$ cat src/rtl/snake_pkg.sv
// Shared snake-game types: heading encoding and helpers.
// Used by direction_queue, the game-step logic and the renderer.
package snake_pkg;

  typedef logic [1:0] dir_t;

  localparam dir_t DIR_UP    = 2'd0;
  localparam dir_t DIR_RIGHT = 2'd1;
  localparam dir_t DIR_DOWN  = 2'd2;
  localparam dir_t DIR_LEFT  = 2'd3;

  // Flipping bit 1 maps up<->down and right<->left.
  function automatic dir_t opposite(input dir_t d);
    return d ^ 2'b10;
  endfunction

endpackage

$ cat src/rtl/dir_fifo.sv
// dir_fifo: DEPTH x 2-bit synchronous FIFO of headings.
// Ports:
//   clk_i, rst_n_i  clock, async active-low reset
//   clear_i         sync flush (overrides push/pop)
//   push_i, data_i  write request and entry; ignored when full unless popping
//   pop_i           read request; ignored when empty
//   head_o          oldest entry (valid when count_o > 0)
//   tail_o          newest entry (valid when count_o > 0)
//   count_o         number of stored entries, 0..DEPTH
module dir_fifo
  import snake_pkg::*;
#(
  parameter int DEPTH = 4
) (
  input  logic                       clk_i,
  input  logic                       rst_n_i,
  input  logic                       clear_i,
  input  logic                       push_i,
  input  dir_t                       data_i,
  input  logic                       pop_i,
  output dir_t                       head_o,
  output dir_t                       tail_o,
  output logic [$clog2(DEPTH):0]     count_o
);

  localparam int PTR_W = $clog2(DEPTH);
  localparam int CNT_W = PTR_W + 1;

  dir_t             mem_q [DEPTH];
  logic [PTR_W-1:0] wr_ptr_q, wr_ptr_d;
  logic [PTR_W-1:0] rd_ptr_q, rd_ptr_d;
  logic [CNT_W-1:0] count_q, count_d;
  logic             pop_eff;
  logic             push_eff;

  // A pop on a full FIFO frees the slot that a same-cycle push then uses.
  always_comb begin
    pop_eff  = pop_i && (count_q != '0);
    push_eff = push_i && ((count_q != CNT_W'(DEPTH)) || pop_eff);
    wr_ptr_d = wr_ptr_q;
    rd_ptr_d = rd_ptr_q;
    count_d  = count_q;
    if (pop_eff) rd_ptr_d = rd_ptr_q + PTR_W'(1);
    if (push_eff) wr_ptr_d = wr_ptr_q + PTR_W'(1);
    if (push_eff && !pop_eff) count_d = count_q + CNT_W'(1);
    else if (pop_eff && !push_eff) count_d = count_q - CNT_W'(1);
  end

  always_ff @(posedge clk_i or negedge rst_n_i) begin
    if (!rst_n_i) begin
      wr_ptr_q <= '0;
      rd_ptr_q <= '0;
      count_q  <= '0;
    end else if (clear_i) begin
      wr_ptr_q <= '0;
      rd_ptr_q <= '0;
      count_q  <= '0;
    end else begin
      wr_ptr_q <= wr_ptr_d;
      rd_ptr_q <= rd_ptr_d;
      count_q  <= count_d;
    end
  end

  // Storage needs no reset: entries are only read while count_q covers them.
  always_ff @(posedge clk_i) begin
    if (push_eff && !clear_i) mem_q[wr_ptr_q] <= data_i;
  end

  assign head_o  = mem_q[rd_ptr_q];
  assign tail_o  = mem_q[wr_ptr_q - PTR_W'(1)];
  assign count_o = count_q;

endmodule

$ cat src/rtl/direction_queue.sv
// direction_queue: turns debounced direction-button pulses into the snake
// heading, applied one queued press per game step.
// Ports:
//   clk_i, rst_n_i    clock, async active-low reset
//   clear_i           sync game restart (same effect as reset)
//   btn_*_i           one-cycle press pulses; priority up > right > down > left
//   tick_i            game-step strobe; pops one queued heading
//   direction_o       current heading (registered)
//   pending_o         queued presses, 0..DEPTH
//   dropped_o         one-cycle pulse: accepted press lost to a full queue
module direction_queue
  import snake_pkg::*;
#(
  parameter int   DEPTH     = 4,
  parameter dir_t RESET_DIR = DIR_RIGHT
) (
  input  logic                    clk_i,
  input  logic                    rst_n_i,
  input  logic                    clear_i,
  input  logic                    btn_up_i,
  input  logic                    btn_right_i,
  input  logic                    btn_down_i,
  input  logic                    btn_left_i,
  input  logic                    tick_i,
  output dir_t                    direction_o,
  output logic [$clog2(DEPTH):0]  pending_o,
  output logic                    dropped_o
);

  localparam int CNT_W = $clog2(DEPTH) + 1;

  dir_t             direction_q, direction_d;
  logic             dropped_q, dropped_d;
  logic [CNT_W-1:0] count;
  dir_t             head, tail;
  dir_t             btn_dir;
  logic             btn_any;
  dir_t             ref_dir;
  logic             accept;
  logic             pop;
  logic             full;

  always_comb begin
    btn_any = btn_up_i | btn_right_i | btn_down_i | btn_left_i;
    if (btn_up_i)         btn_dir = DIR_UP;
    else if (btn_right_i) btn_dir = DIR_RIGHT;
    else if (btn_down_i)  btn_dir = DIR_DOWN;
    else                  btn_dir = DIR_LEFT;

    // Presses are filtered against the heading the snake will have once
    // everything already queued has been applied.
    ref_dir = (count != '0) ? tail : direction_q;
    accept  = btn_any && (btn_dir != ref_dir) && (btn_dir != opposite(ref_dir));

    pop         = tick_i && (count != '0);
    full        = (count == CNT_W'(DEPTH));
    dropped_d   = accept && full && !pop;
    direction_d = pop ? head : direction_q;
  end

  dir_fifo #(.DEPTH(DEPTH)) u_fifo (
    .clk_i   (clk_i),
    .rst_n_i (rst_n_i),
    .clear_i (clear_i),
    .push_i  (accept),
    .data_i  (btn_dir),
    .pop_i   (tick_i),
    .head_o  (head),
    .tail_o  (tail),
    .count_o (count)
  );

  always_ff @(posedge clk_i or negedge rst_n_i) begin
    if (!rst_n_i) begin
      direction_q <= RESET_DIR;
      dropped_q   <= 1'b0;
    end else if (clear_i) begin
      direction_q <= RESET_DIR;
      dropped_q   <= 1'b0;
    end else begin
      direction_q <= direction_d;
      dropped_q   <= dropped_d;
    end
  end

  assign direction_o = direction_q;
  assign pending_o   = count;
  assign dropped_o   = dropped_q;

endmodule

$ cat config.mk
export PLATFORM = sky130hd
export DESIGN_NAME = direction_queue
export DESIGN_NICKNAME = d
export VERILOG_FILES = /design/src/rtl/snake_pkg.sv /design/src/rtl/dir_fifo.sv /design/src/rtl/direction_queue.sv
export SDC_FILE = /design/constraint.sdc
export NUM_CORES = 1
export LEC_CHECK = 0
export CAP_MARGIN = 10
export CORE_MARGIN = 1
export CORE_UTILIZATION = 48
export DETAILED_ROUTE_END_ITERATION = 10
export GPL_ROUTABILITY_DRIVEN = 0
export GPL_TIMING_DRIVEN = 0
export PLACE_DENSITY = 0.74
export SYNTH_ARGS = -nofsm -noshare
export SYNTH_HDL_FRONTEND = slang
export SYNTH_HIERARCHICAL = 1
export SYNTH_SLANG_ARGS = --single-unit
$ cat constraint.sdc
create_clock -name clk_i -period 2.7 [get_ports clk_i]
set_input_delay 0.405 -clock clk_i [delete_from_list [all_inputs] [get_ports clk_i]]
set_output_delay 0.405 -clock clk_i [all_outputs]
set_load 0.005 [all_outputs]
After elaboration in Yosys (flattened, before gate mapping)
Memory sizes are Yosys's and may differ from the RTL's.
Cells that the tools add are included.
- bits in registers: 10
- memory bits (writable): 8
- bits of input ports: 8
- output and inout bits: 6
- logic and storage cells: 52
- memories: 1
- memory list (name ; words ; width ; read ports ; clocked after memory_dff ; write ports ; line ; RTL):
    u_fifo.mem_q ; 4 ; 2 ; 2 ; 0 ; 1 ; dir_fifo.sv:29 ; dir_t mem_q [DEPTH];
- add/subtract/negate cells: 5
- equality and inequality tests: 4
- mux-type cells: 16
- bitwise gates (word level): 4
- reduce and logical (&&, ||, !) cells: 17
- operators by type and width (operator ; count):
    2-bit two-way mux ; 9
    1-bit logical AND ; 9
    3-bit two-way mux ; 3
    3-bit nonzero test ; 2
    2-bit by 1-bit adder with 2-bit output, second input constant ; 2
    1-bit two-way mux ; 4
    2-bit != test ; 2
    2-bit nonzero test ; 2
    3-bit by 1-bit adder with 3-bit output, second input constant ; 1
    3-bit == test, second input constant ; 1
    1-bit zero test ; 3
    3-bit != test, second input constant ; 1
    1-bit bitwise OR ; 3
    3-bit by 1-bit subtractor with 3-bit output, second input constant ; 1
    2-bit by 1-bit subtractor with 2-bit output, second input constant ; 1
    1-bit logical OR ; 1
    1-bit inverter ; 1

Logic depth before layout (Yosys ltp)
- word-level depth: 12
- gate-level depth with buffers: 11
- mapped depth without buffers: 10

By module
Netlist, hierarchy kept.
- modules (own cells, without submodules) (module ; instances ; cells an instance ; area each (µm²) ; seq. area each (µm²)):
    dir_fifo ; 1 ; 70 ; 864.6 ; 415.4
    direction_queue ; 1 ; 22 ; 220.2 ; 76.3

Least setup slack after synthesis
Ideal clock, no wire load.
- kind: reg2reg
- start: register u_fifo.wr_ptr_q[0]
- end: register u_fifo.count_q[2], in the netlist u_fifo/count_o[2]
- arrival: 2.560 ns
- required time: 2.563 ns
- setup slack: 0.004 ns
- stages on the path, launching flop included: 12
- clock period less this slack: 2.696 ns
- cell sequence: dfrtp_1 -> inv_1 -> ha_1 -> mux4_2 -> mux2i_1 -> mux2i_1 -> buf_2 -> and3_1 -> fa_1 -> nand2b_1 -> o211ai_1 -> a31oi_1
- cells in the longest elaborated chain, start to end: 10
- ends and longest elaborated chain (item ; line ; RTL):
    from (decl) ; dir_fifo.sv:30 ; logic [PTR_W-1:0] wr_ptr_q, wr_ptr_d;
    from (signal assigned) ; dir_fifo.sv:59 ; wr_ptr_q <= wr_ptr_d;
    2-bit by 1-bit subtractor with 2-bit output (*) ; dir_fifo.sv:71 ; assign tail_o = mem_q[wr_ptr_q - PTR_W'(1)];
    memory read 4 x 2 bit (*) ; - ;
    net tail[0] ; direction_queue.sv:35 ; dir_t head, tail;
    2-bit two-way mux (*) ; direction_queue.sv:52 ; ref_dir = (count != '0) ? tail : direction_q;
    2-bit != test ; direction_queue.sv:53 ; accept = btn_any && (btn_dir != ref_dir) && (btn_dir != opposite(ref_dir));
    1-bit logical AND ; direction_queue.sv:53 ;
    1-bit logical AND (*) ; direction_queue.sv:53 ;
    net accept ; direction_queue.sv:39 ; logic accept;
    1-bit logical AND (*) ; dir_fifo.sv:39 ; push_eff = push_i && ((count_q != CNT_W'(DEPTH)) || pop_eff);
    1-bit logical AND / 1-bit zero test (equally long branches) ; dir_fifo.sv:45, dir_fifo.sv:46 ;
    3-bit two-way mux / 1-bit logical AND (equally long branches) ; dir_fifo.sv:45, dir_fifo.sv:46 ;
    3-bit two-way mux / 3-bit nonzero test (equally long branches) ; - ;
    to (signal assigned) ; dir_fifo.sv:61 ; count_q <= count_d;
    to (decl) ; dir_fifo.sv:32 ; logic [CNT_W-1:0] count_q, count_d;
The timed path passes the listed nets; every way through them passes the cells marked *.
A chain may end at the register's enable or synchronous reset.

Worst setup path after layout
- start: register u_fifo.wr_ptr_q[0]
- end: register u_fifo.count_q[1], in the netlist u_fifo/count_o[1]
Same word-level chain as after synthesis.

==> run_results.csv <==
group,metric,value,unit
routing,drt_iter0_drc,18,
worst_setup_path,cp_slowest_stage_delay,520,ps
worst_hold_path,holdCritPathClass,"in -> async",
worst_setup_path,end_kind,"register",
clock_network,cts_root_buf,"clkbuf_4",
floorplanning,dieArea,2410,sq um
routing,via_count,813,
worst_setup_path,startpoint_type,"register",
clock_network,clk_latency,290,ps
synth,synth_nets,104,
finish,num_antenna_cells,0,
finish,layout-drive-gt1-share,26.1,%
worst_setup_path,ff2ff_path_depth,9,
worst_setup_path,cp_num_buf_inv,2,
sta,skew,8.10,ps
worst_setup_path,ff2ff_setup_slack,100,ps
clock_network,tritoncts,"built",
sta,tightest_slew,480,ps
power,switching_share,36.6,%
power,ir_worst_vdd,0.524,mV
synth,synth.avg_cell_area,11.7,sq um
clock_network,cts_buffer_depth,2,
worst_setup_path,cp_slowest_cell,"mux4_2",
worst_setup_path,endpoint,"u_fifo/count_o[1]",
status,status,"finished clean",
clock_network,cts_made_buffers,3,
sta,finalCritPeriodShare,96.2,%
worst_setup_path,path_delay_family,"multiplexers",
global_routing,grt_max_degree,13,
sta,hold_violations,0,
finish,area_delta_synth_final,28.9,%
sta,final.setup.tns,0,ps
global_routing,grt_pass1_wl,3.58,mm
power,power_switching,0.474,mW
clock_network,cts_hold_buffers,0,
worst_setup_path,path_max_fanout,5,
routing,via_per_inst,5.73,
clock_network,cts_htree_levels,1,
routing,routed_wl,2.23,mm
worst_setup_path,r2r_end,"u_fifo/count_o[1]",
sta,max_freq,0.385,GHz
worst_setup_path,cp_cell_sequence,"buf_6, mux4_2, mux2i_4, mux2i_2, buf_4, and3_1, fa_2, nor2_1, mux2_4",
sta,period_needed,2600,ps
floorplanning,start_util,52.5,%
synth,netlist_area,1060,sq um
routing,ant_nets,0,
finish,num-nets-final,129,
worst_setup_path,cp.required,2890,ps
global_routing,grt_pass1_vias,800,
clock_network,clock_sinks,18,
place,io_buffers,13,
power,pwr-share-seq,35.2,%
power,pwr-share-clk,12.8,%
floorplanning,die-width,49.0,um
floorplanning,rows,16,
synth,synthCells,91,
job,drv_cap,0,
global_routing,grt_usage,19.7,%
clock_network,clkTransAtPathRegs,110,ps
worst_setup_path,crit_cells,9,
power,p_int,0.822,mW
synth,yosys_warnings,6,
sta,setup_viol,0,
power,p_comb_share,52.1,%
power,power.leakage,0.538,nW
sta,final_max_slew_viol_count,0,
worst_setup_path,worst-setup-path-type,"reg -> reg",
power,p_per_area,946,nW/um^2
worst_setup_path,rr_startpoint,"u_fifo/wr_ptr_q[0]",
place,hpwl,1.51,mm
worst_setup_path,worstPathArrival,2790,ps
routing,drc,0,
global_routing,antenna_found_initial,0,
floorplanning,die_y,49.0,um
routing,wl_per_cell,15.7,um
global_routing,overflow,0,
floorplanning,core-area,2020,sq um
floorplanning,io_pins,14,
worst_setup_path,worstSetupStartpoint,"u_fifo/wr_ptr_q[0]",
power,total_power,1.30,mW
routing,firstDrtPassIters,4,
sta,max_slew_margin,67.9,%
[what timing repair did]
| item | in CTS | in global routing |
|---|---|---|
| endpoints found under the setup margin | 11 | 11 |
| hold endpoints to repair | 0 | 0 |
| pin swaps | 0 | 1 |
| cloned | 0 | 1 |
| setup buffers | 2 | 4 |
| resized for setup | 4 | 8 |
[power by group through the flow]
stage          sequential [mW]  combinational, mW  clock (mW)
5_1_grt                  0.466              0.751       0.180
2_1_floorplan            0.437              0.360           0
3_5_place_dp             0.459              0.490           0
6_report                 0.455              0.674       0.165
4_1_cts                  0.446              0.555       0.169
3_3_place_gp             0.456              0.477           0
[layer usage]
layer,GRT usage (%),part of all wire [%],up-vias
li1,-,-,381
met1,26.0,43,405
met2,31.9,51,23
met3,3.12,4.5,4
met4,8.82,1.5,0
met5,0,0,-
[sequential cells by signal (all words and copies together) (netlist names)]
register,count
u_fifo/count_o,3
direction_o,2
u_fifo/rd_ptr_q,2
dropped_o,1
u_fifo/mem_q,8
u_fifo/wr_ptr_q,2
[per-stage QoR]
step                area, sq um  hold WS, ps  cells  setup WS [ps]  utilization, %
floorplan                  1060          109     91           76.8               -
detailed placement         1230          522    131           -171            60.6
finish                     1370          423    142            103            67.7
global placement           1230          508    131           -172            60.6
global route               1370          439    142          -7.05            67.7
CTS                        1290          424    137           3.55            64.0
[worst register-to-register path, delay by kind of cell, from the launching register on]
kind	cells	cell delay, ps
adder cells (fa/ha/maj)	1	510
AND/OR/NAND/NOR	2	200
flip-flops	1	410
multiplexers	4	1070
buffers and inverters	2	300
[worst min path at each step]
stage                           endpoint  slack, ps  cells past startpoint
after floorplan           direction_o[1]        110                      0
after global placement    direction_o[1]        510                      2
after detailed placement  direction_o[1]        520                      2
after CTS                      dropped_o        420                      1
after global routing           dropped_o        440                      1
final                          dropped_o        420                      1
[layout make-up]
cell class | instances | area, sq um
Buffer | 3 | 16.3
Clock buffer | 4 | 36.3
Fill cell | 138 | 653
Inverter | 7 | 28.8
Multi-Input combinational cell | 63 | 571
Sequential cell | 18 | 493
Tap cell | 27 | 33.8
Timing Repair Buffer | 20 | 190
[cells in the final DEF, fill, tap and decap left out, types with 3 or more instances in the layout]
cell             count
mux4_2               3
and2_1               4
o21ai_0              3
dfrtp_1              8
clkbuf_4             3
buf_4                6
edfxtp_1             8
inv_1                6
nor2_1              12
mux2i_1              3
ha_1                 3
clkdlybuf4s50_1     13
Note: power is estimated with default switching activity, not from simulation.
